`config.mk`:
```
export PLATFORM = sky130hd
export DESIGN_NAME = hack_fetch_sequencer_flat
export DESIGN_NICKNAME = d
export VERILOG_FILES = /design/src/rtl/hack_fetch_sequencer_pkg.sv /design/src/rtl/hack_fetch_sequencer_if.sv /design/src/rtl/hack_fetch_sequencer_timer.sv /design/src/rtl/hack_fetch_sequencer.sv /design/src/flat_wrapper.sv
export SDC_FILE = /design/constraint.sdc
export NUM_CORES = 1
export LEC_CHECK = 0
export BUFFER_PORTS_ARGS = -buffer_cell sky130_fd_sc_hd__buf_2
export CORE_MARGIN = 4
export CORE_UTILIZATION = 35
export CTS_CLUSTER_DIAMETER = 150
export CTS_CLUSTER_SIZE = 10
export DETAILED_ROUTE_END_ITERATION = 16
export GPL_ROUTABILITY_DRIVEN = 0
export PLACE_DENSITY = 0.77
export SETUP_SLACK_MARGIN = 0.5
export SYNTH_ARGS = -nofsm -noshare
export SYNTH_HDL_FRONTEND = slang
export SYNTH_HIERARCHICAL = 1
export SYNTH_SLANG_ARGS = --single-unit
```
`constraint.sdc`:
```
create_clock -name clk -period 5.7 [get_ports clk]
set_input_delay 1.14 -clock clk [delete_from_list [all_inputs] [get_ports clk]]
set_output_delay 1.14 -clock clk [all_outputs]
set_load 0.005 [all_outputs]
```
`src/rtl/hack_fetch_sequencer_pkg.sv`:
```
// Shared types and default sizing for the Hack fetch sequencer.
package hack_seq_pkg;

    localparam int DEF_DATA_WIDTH     = 16;
    localparam int DEF_TIMEOUT_CYCLES = 255;

    typedef enum logic [1:0] {
        IDLE  = 2'd0,
        FETCH = 2'd1,
        ISSUE = 2'd2,
        FAULT = 2'd3
    } seq_state_t;

endpackage

```
`src/rtl/hack_fetch_sequencer_if.sv`:
```
// ROM fetch, execute issue and program-counter control bundle.
interface hack_fetch_sequencer_if
    import hack_seq_pkg::*;
#(
    parameter int DATA_WIDTH = DEF_DATA_WIDTH
);
    logic                  rom_req;
    logic [DATA_WIDTH-1:0] rom_addr;
    logic                  rom_ack;
    logic [DATA_WIDTH-1:0] rom_data;
    logic                  instr_valid;
    logic [DATA_WIDTH-1:0] instr;
    logic                  instr_ready;
    logic                  br_taken;
    logic [DATA_WIDTH-1:0] br_target;
    logic                  pc_load;
    logic                  pc_incr;
    logic [DATA_WIDTH-1:0] pc_in;
    logic [DATA_WIDTH-1:0] pc_value;

    modport master (
        output rom_req, rom_addr, instr_valid, instr, pc_load, pc_incr, pc_in,
        input  rom_ack, rom_data, instr_ready, br_taken, br_target, pc_value
    );

    modport slave (
        input  rom_req, rom_addr, instr_valid, instr, pc_load, pc_incr, pc_in,
        output rom_ack, rom_data, instr_ready, br_taken, br_target, pc_value
    );
endinterface

```
`src/rtl/hack_fetch_sequencer_timer.sv`:
```
// Saturating count of consecutive unacknowledged fetch cycles.
module hack_wait_timer
    import hack_seq_pkg::*;
#(
    parameter int TIMEOUT_CYCLES = DEF_TIMEOUT_CYCLES
) (
    input  logic clk,
    input  logic rst,
    input  logic enable,
    input  logic clear,
    output logic expired
);
    localparam int CW = $clog2(TIMEOUT_CYCLES + 1);
    localparam logic [CW-1:0] LIMIT = CW'(TIMEOUT_CYCLES);
    localparam logic [CW-1:0] LAST  = CW'(TIMEOUT_CYCLES - 1);

    logic [CW-1:0] cnt;

    always_ff @(posedge clk or negedge rst) begin
        if (!rst)
            cnt <= '0;
        else if (clear)
            cnt <= '0;
        else if (enable && cnt != LIMIT)
            cnt <= cnt + 1'b1;
    end

    // Flags the cycle that would be the last one allowed, so the FSM
    // can leave on the edge that ends it; an ack that cycle still wins.
    assign expired = enable && (cnt >= LAST);

endmodule

```
`src/rtl/hack_fetch_sequencer.sv`:
```
// Fetch/issue sequencer: fetches at pc_value, issues to execute, steers the PC.
module hack_fetch_sequencer
    import hack_seq_pkg::*;
#(
    parameter int DATA_WIDTH     = DEF_DATA_WIDTH,
    parameter int TIMEOUT_CYCLES = DEF_TIMEOUT_CYCLES
) (
    input  logic clk,
    input  logic rst,
    input  logic run,
    input  logic step,
    input  logic fault_clr,
    output logic halted,
    output logic fault,
    hack_fetch_sequencer_if.master bus
);
    seq_state_t            state, next_state;
    logic                  one_shot;
    logic [DATA_WIDTH-1:0] instr_q;
    logic                  fire;
    logic                  tmr_expired;

    assign fire = (state == ISSUE) && bus.instr_ready;

    hack_wait_timer #(.TIMEOUT_CYCLES(TIMEOUT_CYCLES)) u_timer (
        .clk     (clk),
        .rst     (rst),
        .enable  ((state == FETCH) && !bus.rom_ack),
        .clear   ((state != FETCH) || bus.rom_ack),
        .expired (tmr_expired)
    );

    always_ff @(posedge clk or negedge rst) begin
        if (!rst)
            state <= IDLE;
        else
            state <= next_state;
    end

    always_comb begin
        next_state = state;
        case (state)
            IDLE:  if (run || step) next_state = FETCH;
            FETCH: begin
                if (bus.rom_ack)      next_state = ISSUE;
                else if (tmr_expired) next_state = FAULT;
            end
            ISSUE: if (fire) next_state = (run && !one_shot) ? FETCH : IDLE;
            FAULT: if (fault_clr) next_state = IDLE;
            default: next_state = IDLE;
        endcase
    end

    always_comb begin
        halted          = (state == IDLE);
        fault           = (state == FAULT);
        bus.rom_req     = (state == FETCH);
        bus.rom_addr    = bus.pc_value;
        bus.instr_valid = (state == ISSUE);
        bus.pc_load     = fire && bus.br_taken;
        bus.pc_incr     = fire && !bus.br_taken;
        bus.pc_in       = (fire && bus.br_taken) ? bus.br_target : '0;
    end

    // A step only arms the one-shot when run is not already requesting fetch.
    always_ff @(posedge clk or negedge rst) begin
        if (!rst) begin
            one_shot <= 1'b0;
            instr_q  <= '0;
        end else begin
            if (state == IDLE && !run && step)
                one_shot <= 1'b1;
            else if ((state == ISSUE && fire) || state == FAULT)
                one_shot <= 1'b0;
            if (state == FETCH && bus.rom_ack)
                instr_q <= bus.rom_data;
        end
    end

    assign bus.instr = instr_q;

endmodule

```
`src/flat_wrapper.sv`:
```
// flat-port wrapper written by rule: the top's interface ports become plain ports
module hack_fetch_sequencer_flat import hack_seq_pkg::*;
#(
    parameter int DATA_WIDTH     = DEF_DATA_WIDTH,
    parameter int TIMEOUT_CYCLES = DEF_TIMEOUT_CYCLES
)
  (clk, rst, run, step, fault_clr, halted, fault, bus_rom_req, bus_rom_addr, bus_instr_valid, bus_instr, bus_pc_load, bus_pc_incr, bus_pc_in, bus_rom_ack, bus_rom_data, bus_instr_ready, bus_br_taken, bus_br_target, bus_pc_value);
  hack_fetch_sequencer_if #(.DATA_WIDTH(DATA_WIDTH)) bus_i ();
  input  logic clk;
  input  logic rst;
  input  logic run;
  input  logic step;
  input  logic fault_clr;
  output logic halted;
  output logic fault;
  output wire logic [$bits(bus_i.rom_req)-1:0] bus_rom_req;
  output wire logic [$bits(bus_i.rom_addr)-1:0] bus_rom_addr;
  output wire logic [$bits(bus_i.instr_valid)-1:0] bus_instr_valid;
  output wire logic [$bits(bus_i.instr)-1:0] bus_instr;
  output wire logic [$bits(bus_i.pc_load)-1:0] bus_pc_load;
  output wire logic [$bits(bus_i.pc_incr)-1:0] bus_pc_incr;
  output wire logic [$bits(bus_i.pc_in)-1:0] bus_pc_in;
  input wire logic [$bits(bus_i.rom_ack)-1:0] bus_rom_ack;
  input wire logic [$bits(bus_i.rom_data)-1:0] bus_rom_data;
  input wire logic [$bits(bus_i.instr_ready)-1:0] bus_instr_ready;
  input wire logic [$bits(bus_i.br_taken)-1:0] bus_br_taken;
  input wire logic [$bits(bus_i.br_target)-1:0] bus_br_target;
  input wire logic [$bits(bus_i.pc_value)-1:0] bus_pc_value;
  assign bus_rom_req = bus_i.rom_req;
  assign bus_rom_addr = bus_i.rom_addr;
  assign bus_instr_valid = bus_i.instr_valid;
  assign bus_instr = bus_i.instr;
  assign bus_pc_load = bus_i.pc_load;
  assign bus_pc_incr = bus_i.pc_incr;
  assign bus_pc_in = bus_i.pc_in;
  assign bus_i.rom_ack = bus_rom_ack;
  assign bus_i.rom_data = bus_rom_data;
  assign bus_i.instr_ready = bus_instr_ready;
  assign bus_i.br_taken = bus_br_taken;
  assign bus_i.br_target = bus_br_target;
  assign bus_i.pc_value = bus_pc_value;
  hack_fetch_sequencer #(.DATA_WIDTH(DATA_WIDTH), .TIMEOUT_CYCLES(TIMEOUT_CYCLES)) u_core (.clk(clk), .rst(rst), .run(run), .step(step), .fault_clr(fault_clr), .halted(halted), .fault(fault), .bus(bus_i));
endmodule
```
==> impl_table.tex, run 1 <==
\begin{tabular}{lr}
\hline
Metric & Value \\
\hline
\multicolumn{2}{l}{\textbf{Global routing}} \\
GR Util met1 & 12.4\% \\
Total grt overflow & 0 \\
Via count of the first global-routing pass & between 1000 and 1500 \\
Wire length of the first global-routing pass & a little under 5000 µm \\
GRT Total Usage & roughly 11\% \\
Antenna violations before repair & 0 \\
Met2 Track Usage GR & 20.3\% \\
Global-route met3 utilization & 2.67\% \\
Highest-utilization routing layer at the global route stage & met2 \\
Pin count of the biggest net entering global routing & 28 \\
\multicolumn{2}{l}{\textbf{Clocking}} \\
Setup Fix Bufs, Post-CTS & 0 \\
Clk sinks & 27 \\
Root buf cell & clkbuf\_8 \\
Number of buffers on the longest clock path & 2 \\
Quantity of gates resized following cts & 0 \\
Clock insertion delay at the later pin of the skew report & roughly 0.27 ns \\
CTS clk-pin slew, worst paths & $\sim$0.09 ns \\
Clock tree from TritonCTS & done \\
Cts hold-fix bufs & 0 \\
H-tree depth & 1 \\
Number of buffers added by the clock tree synthesis step & 3 \\
\multicolumn{2}{l}{\textbf{Yosys}} \\
Share of synthesized flip-flops with an asynchronous set or reset & 100\% \\
Cell with the most instances after synthesis & dfrtp\_1 \\
Post-synth EDFFs & 0 \\
Synth Net Count & 203 \\
Post-synth top cells & dfrtp\_1 (27), and2\_1 (17), buf\_4 (16), mux2\_4 (10) \\
Mean post-synth cell area & 10.9 µm² \\
Synthesized flop and latch total & 27 \\
Netlist cell types & 42 \\
Cells after Synth & 145 \\
Area leader, netlist & dfrtp\_1 \\
Ys flop type & dfrtp\_1 \\
Top-area cell type share of the netlist area & 42.8\% \\
Most area-consuming cells after synthesis & dfrtp\_1 (43\%), mux2\_4 (9.5\%), buf\_4 (7.6\%), and2\_1 (6.7\%), mux2\_1 (4.3\%) \\
Area of the mapped netlist & 0.00158 mm² \\
Yosys warnings & 6 \\
Post-synthesis sequential area ratio & 42.8\% \\
\multicolumn{2}{l}{\textbf{Die}} \\
Die boundary width & about 75 µm \\
Die Outline Area & 0.00565 mm² \\
Initial core utilization & 36.3\% \\
CORE AREA & 0.00435 mm² \\
\# rows & 24 \\
Die Height & 75.2 µm \\
I/O pins & 110 \\
\multicolumn{2}{l}{\textbf{Timing}} \\
Final period demand of the worst path & roughly 3.0 ns \\
Worst hold-check slack & 0.495 ns \\
Slew at the pin closest to its max-slew limit & 0.586 ns \\
Fin crit share & 53.4\% \\
Worst clock skew & about 0.0022 ns \\
Total count of hold-check failures in the final report & 0 \\
Number of max-slew violations in the final report & 0 \\
Setup slack after layout & approximately 2.7 ns \\
Setup violations, final & 0 \\
Max transition margin & 60.9\% \\
Unrepaired setup endpoints after global routing & no \\
Setup\_tns & 0 ns \\
Peak clock frequency supported by timing & 329 MHz \\
\multicolumn{2}{l}{\textbf{Worst setup path}} \\
Worst setup slack for register-to-register paths & between 3 and 4 ns \\
R2R cell count & 6 \\
Crit Path Max Fanout & 17 \\
Critical register-to-register path startpoint & u\_core/state[1]\$\_DFFE\_PN0P\_ \\
Category of the most critical setup path & input pin to output pin \\
Worst Setup SP & bus\_instr\_ready \\
R2r endpoint & u\_core/u\_timer/cnt[5]\$\_DFFE\_PN0P\_ \\
Endpoint kind of the worst setup timing path & output pin \\
Arrival time reported for the critical path endpoint & 1.90 ns \\
Required arrival time at the worst endpoint & $\sim$4.6 ns \\
CP Launch Type & input pin \\
\multicolumn{2}{l}{\textbf{Finish}} \\
Ant. Diodes & 0 \\
Number of nets in the layout & 263 \\
Fraction of layout cells with a size suffix above 1 & 49.0\% \\
Multi-input gate area & 721 µm² \\
Relative area change from synthesis to final layout & 21.2\% \\
Fill cell count & approximately 400 \\
Post-layout instance count excluding filler cells & roughly 260 \\
Area taken by flip-flops and latches & just under 700 µm² \\
\multicolumn{2}{l}{\textbf{Drt}} \\
Detailed Routing Iterations Pass 1 & 4 \\
WL final & 3340 µm \\
Routed len/inst & 13.1 µm \\
Number of DRC violations after detailed routing & 0 \\
Via density & between 4 and 5 \\
DR iter-0 viols & between 40 and 50 \\
Antenna violation net count after detailed routing & 0 \\
Vias & 1278 \\
\multicolumn{2}{l}{\textbf{Place}} \\
Post-placement cell count & 252 \\
Dpl ws & 2.63 ns \\
HPWL Detailed & 2700 µm \\
Number of port buffers & 77 \\
\multicolumn{2}{l}{\textbf{Power and ir drop}} \\
VDD IR max & 158 µV \\
Leakage dissipation & 1.04 nW \\
Power density over the cells & 368 mW/mm² \\
\multicolumn{2}{l}{\textbf{Hold path}} \\
Destination of the worst hold path & u\_core/bus.instr[7]\$\_DFFE\_PN0P\_ \\
Hold path start & u\_core/bus.instr[7]\$\_DFFE\_PN0P\_ \\
Worst hold-check path type & flip-flop to flip-flop \\
Hold Crit Depth & 1 \\
\multicolumn{2}{l}{\textbf{Job}} \\
Max-cap violations & 0 \\
\multicolumn{2}{l}{\textbf{Outcome}} \\
Result of the run & completed \\
\hline
\end{tabular}
==> cell usage in the layout (no fill, tap or decap), drive strengths merged, types with 2 or more instances in the layout <==
cell type / count
and2b: 2
a211oi: 3
dfrtp: 27
and4: 3
and3: 3
o21ai: 3
nor3: 3
nand3: 5
clkbuf: 3
nand2b: 3
and2: 17
nand2: 4
a21oi: 2
ha: 2
nor2: 6
buf: 77
inv: 6
mux2: 18
a31oi: 2
==> sequential cells by signal (all words and copies together), names as in the netlist <==
register and flops:
u_core/one_shot 1, u_core/bus.instr 16, u_core/state 2, u_core/u_timer/cnt 8
==> area by class of cell <==
cell class | instances | area share [%]
Clock inverter | 1 | 0.261
Inverter | 6 | 1.18
Clock buffer | 3 | 2.16
Sequential cell | 27 | 35.3
Timing Repair Buffer | 77 | 20.1
Multi-Input combinational cell | 90 | 37.6
Tap cell | 52 | 3.40
==> worst max path at each step <==
stage,endpoint,slack (ns)
2_1_floorplan,bus_pc_in[10],2.87
3_3_place_gp,bus_pc_in[6],2.69
3_5_place_dp,bus_pc_in[6],2.63
4_1_cts,bus_pc_in[6],2.63
5_1_grt,bus_pc_in[2],2.58
6_report,bus_pc_in[6],2.66
==> through the flow <==
step	power, mW	area [µm²]	util (%)
after floorplan	0.504	1580	-
after detailed placement	0.606	1870	42.9
final	0.705	1920	44.0
after global routing	0.760	1920	44.0
after CTS	0.718	1920	44.0
after global placement	0.600	1870	42.9
==> cell families (layout without fill, tap and decap cells) <==
group | Yosys count | after routing | share of synthesized area, %
buf+inv | 28 | 87 | 11.6
simple gates | 52 | 52 | 20.6
flops | 27 | 27 | 42.8
fa+ha+maj | 2 | 2 | 1.58
compound gates | 18 | 18 | 8.23
mux | 18 | 18 | 15.2
==> where the power goes <==
part           leakage (nW)  total [mW]  internal (mW)  switching, mW
clock network        0.0255       0.107         0.0490         0.0583
registers             0.337       0.309          0.262         0.0465
logic                 0.676       0.289          0.175          0.114
==> routing by layer <==
layer	vias to the layer above	wire length, µm
met2	66	1660
met4	0	44
met3	7	429
li1	609	-
met1	596	1210
met5	-	0
==> critical path: stages <==
cell and delay (ns):
buf_2 0.10, and3_1 0.38, and2_1 0.18, buf_2 0.11
Note: power is estimated with default switching activity, not from simulation.
==> run 2, diff against run 1 <==
clock period = 2.8 ns   (was 5.7 ns; I/O delays follow)
==> run 2 against run 1 <==
Effect of this change: global-route usage hardly changed; clock power is 100% higher; clock-buffer cell count is the same; clock skew is essentially flat; power rose by 100%; cell count unchanged; die area stayed put; critical path type is now flip-flop to output pin; critical endpoint is now bus_pc_in[7]; largest power group unchanged.
==> impl_table.tex, run 2 (synthesis gave the netlist of run 1 again) <==
\begin{tabular}{lr}
\hline
Metric & Value \\
\hline
\multicolumn{2}{l}{\textbf{Drt}} \\
Antenna violation net count after detailed routing & 0 (unchanged) \\
Detailed Routing Iterations Pass 1 & 4 (unchanged) \\
Vias & 1269 (-0.70\%) \\
DR iter-0 viols & 61 (+36\%) \\
Via density & 4.96 (-0.70\%) \\
WL final & 3420 µm (+2.3\%) \\
Number of DRC violations after detailed routing & 0 (unchanged) \\
Routed len/inst & 13.4 µm (+2.3\%) \\
\multicolumn{2}{l}{\textbf{Finish}} \\
Fraction of layout cells with a size suffix above 1 & 50.0\% (+0.98 points) \\
Flip-flop count of the largest register after layout & 16 (unchanged) \\
Commonest cells after routing, fill and taps aside & buf\_2 (77), dfrtp\_1 (27), and2\_1 (17) \\
Commonest non-fill, non-tap cell in the layout & buf\_2 \\
Final instance area & 0.00192 mm² (about the same) \\
Number of nets in the layout & 263 (unchanged) \\
Ant. Diodes & 0 (unchanged) \\
Relative area change from synthesis to final layout & 21.3\% (about the same) \\
\multicolumn{2}{l}{\textbf{Worst setup path}} \\
R2R cell count & 6 (unchanged) \\
CP Launch Type & flip-flop \\
Category of the most critical setup path & flip-flop to output pin \\
Cells along the critical path & and2b\_4 -> and3\_2 -> and2\_1 -> buf\_2 \\
Worst setup slack for register-to-register paths & 0.69 ns (-2.80 ns) \\
Arrival time reported for the critical path endpoint & 1.60 ns (-0.30 ns) \\
Cell family contributing the most delay on the critical path & simple AND/OR/NAND/NOR gates \\
Critical path buffers and inverters & 1 (-1) \\
R2r endpoint & u\_core/u\_timer/cnt[5]\$\_DFFE\_PN0P\_ \\
Required arrival time at the worst endpoint & 2.24 ns (-2.32 ns) \\
Crit Path Max Fanout & 17 (unchanged) \\
Endpoint kind of the worst setup timing path & output pin \\
Cell with the biggest individual delay on the critical path & dfrtp\_1 \\
Critical register-to-register path startpoint & u\_core/state[1]\$\_DFFE\_PN0P\_ \\
Slowest Stage Delay on Critical Path & 0.46 ns (+0.08 ns) \\
\multicolumn{2}{l}{\textbf{Clocking}} \\
H-tree depth & 1 (unchanged) \\
Cts hold-fix bufs & 0 (unchanged) \\
CTS clk-pin slew, worst paths & 0.09 ns (about the same) \\
Clock tree from TritonCTS & done \\
Clock insertion delay at the later pin of the skew report & 0.27 ns (about the same) \\
Clk sinks & 27 (unchanged) \\
Number of buffers on the longest clock path & 2 (unchanged) \\
Root buf cell & clkbuf\_8 \\
Number of buffers added by the clock tree synthesis step & 3 (unchanged) \\
\multicolumn{2}{l}{\textbf{Timing}} \\
Unrepaired setup endpoints after global routing & no \\
Number of max-slew violations in the final report & 0 (unchanged) \\
Peak clock frequency supported by timing & about 460 MHz \\
Worst clock skew & 0.00241 ns (+0.000238 ns) \\
Slew at the pin closest to its max-slew limit & 0.582 ns (-0.00389 ns) \\
Setup violations, final & 0 (unchanged) \\
Fin crit share & 77.0\% \\
Setup\_tns & 0 ns (unchanged) \\
Final period demand of the worst path & 2.16 ns \\
Max transition margin & 61.2\% (+0.26 points) \\
Total count of hold-check failures in the final report & 0 (unchanged) \\
\multicolumn{2}{l}{\textbf{Global routing}} \\
Via count of the first global-routing pass & 1132 (+0.71\%) \\
Total grt overflow & 0 (unchanged) \\
GRT Total Usage & 11.2\% (+0.018 points) \\
Wire length of the first global-routing pass & 4900 µm (+1.3\%) \\
Pin count of the biggest net entering global routing & 28 (unchanged) \\
Antenna violations before repair & 0 (unchanged) \\
\multicolumn{2}{l}{\textbf{Place}} \\
HPWL Detailed & 2730 µm (+1.1\%) \\
Post-place instance area & 0.00187 mm² (unchanged) \\
Number of port buffers & 77 (unchanged) \\
\multicolumn{2}{l}{\textbf{Die}} \\
Die Height & 75.2 µm (unchanged) \\
Initial core utilization & 36.3\% (unchanged) \\
Die boundary width & 75.2 µm (unchanged) \\
\# rows & 24 (unchanged) \\
I/O pins & 110 (unchanged) \\
CORE AREA & 0.00435 mm² (unchanged) \\
Die Outline Area & 0.00565 mm² (unchanged) \\
\multicolumn{2}{l}{\textbf{Power and ir drop}} \\
VDD IR max & 288 µV (+83\%) \\
Sequential share of power & 43.6\% (-0.2 points) \\
Combinational group share of total power & 41.4\% (+0.4 points) \\
Internal Power & 0.990 mW (+100\%) \\
Leakage dissipation & 1.04 nW (-0.25\%) \\
Clock power frac & 15.0\% (-0.2 points) \\
NetSw & 0.449 mW (+110\%) \\
Switch share & 31.2\% (+0.17 points) \\
Power density over the cells & 751 mW/mm² (+100\%) \\
\multicolumn{2}{l}{\textbf{Hold path}} \\
Worst hold-check path type & input pin to async pin \\
\multicolumn{2}{l}{\textbf{Outcome}} \\
Result of the run & completed \\
\multicolumn{2}{l}{\textbf{Job}} \\
Max-cap violations & 0 (unchanged) \\
\hline
\end{tabular}
==> run 2: cell counts in the layout (fill, tap and decap cells not counted) <==
Identical to the previous run, type by type.
==> run 2: routing by layer <==
layer / GRT usage (%) / vias to the layer above / wire length [µm]
met5: 0 / - / 0
met3: 2.80 / 4 / 440
met2: 20.3 / 71 / 1760
met1: 12.9 / 588 / 1220
li1: - / 606 / -
met4: 3.30 / 0 / 8
==> run 2: through the flow <==
stage / hold slack, ns / std cells / utilization (%) / power [mW] / setup WS (ns)
2_1_floorplan: 0.264 / 145 / - / 1.03 / 0.952
3_3_place_gp: 0.475 / 252 / 42.9 / 1.22 / 0.711
3_5_place_dp: 0.478 / 252 / 42.9 / 1.24 / 0.619
4_1_cts: 0.297 / 256 / 44.0 / 1.47 / 0.502
5_1_grt: 0.333 / 256 / 44.0 / 1.56 / 0.532
6_report: 0.282 / 256 / 44.0 / 1.44 / 0.644
==> run 2: area by class of cell <==
cell class | count | area [µm²]
clock buffer | 3 | 41.3
clock inverter | 1 | 5.00
inverter | 6 | 22.5
multi-input combinational | 90 | 722
timing repair buffer | 77 | 385
tap | 52 | 65.1
fill | 418 | 2440
sequential | 27 | 676
==> run 2: how the worst max path moves through the flow <==
stage	start	end	slack, ns	cells past startpoint
6_report	u_core/state[0]$_DFFE_PN0P_	bus_pc_in[7]	0.64	4
5_1_grt	u_core/state[0]$_DFFE_PN0P_	bus_pc_in[14]	0.53	4
4_1_cts	u_core/state[0]$_DFFE_PN0P_	bus_pc_in[7]	0.50	4
3_5_place_dp	bus_rom_ack	u_core/u_timer/cnt[5]$_DFFE_PN0P_	0.62	6
3_3_place_gp	bus_rom_ack	u_core/u_timer/cnt[5]$_DFFE_PN0P_	0.71	6
2_1_floorplan	u_core/state[1]$_DFFE_PN0P_	u_core/u_timer/cnt[5]$_DFFE_PN0P_	0.95	8
==> run 2: timing repair <==
item	in CTS	in global routing
endpoints found under the setup margin	0	17
buffers inserted	0	0
gates resized for setup	0	2
==> run 2: power groups by stage <==
| stage | Combinational, mW | Sequential, mW | Clock [mW] |
|---|---|---|---|
| detailed placement | 0.607 | 0.635 | 0 |
| finish | 0.596 | 0.628 | 0.216 |
| global placement | 0.591 | 0.633 | 0 |
| global route | 0.662 | 0.653 | 0.245 |
| CTS | 0.607 | 0.631 | 0.228 |
| floorplan | 0.399 | 0.628 | 0 |
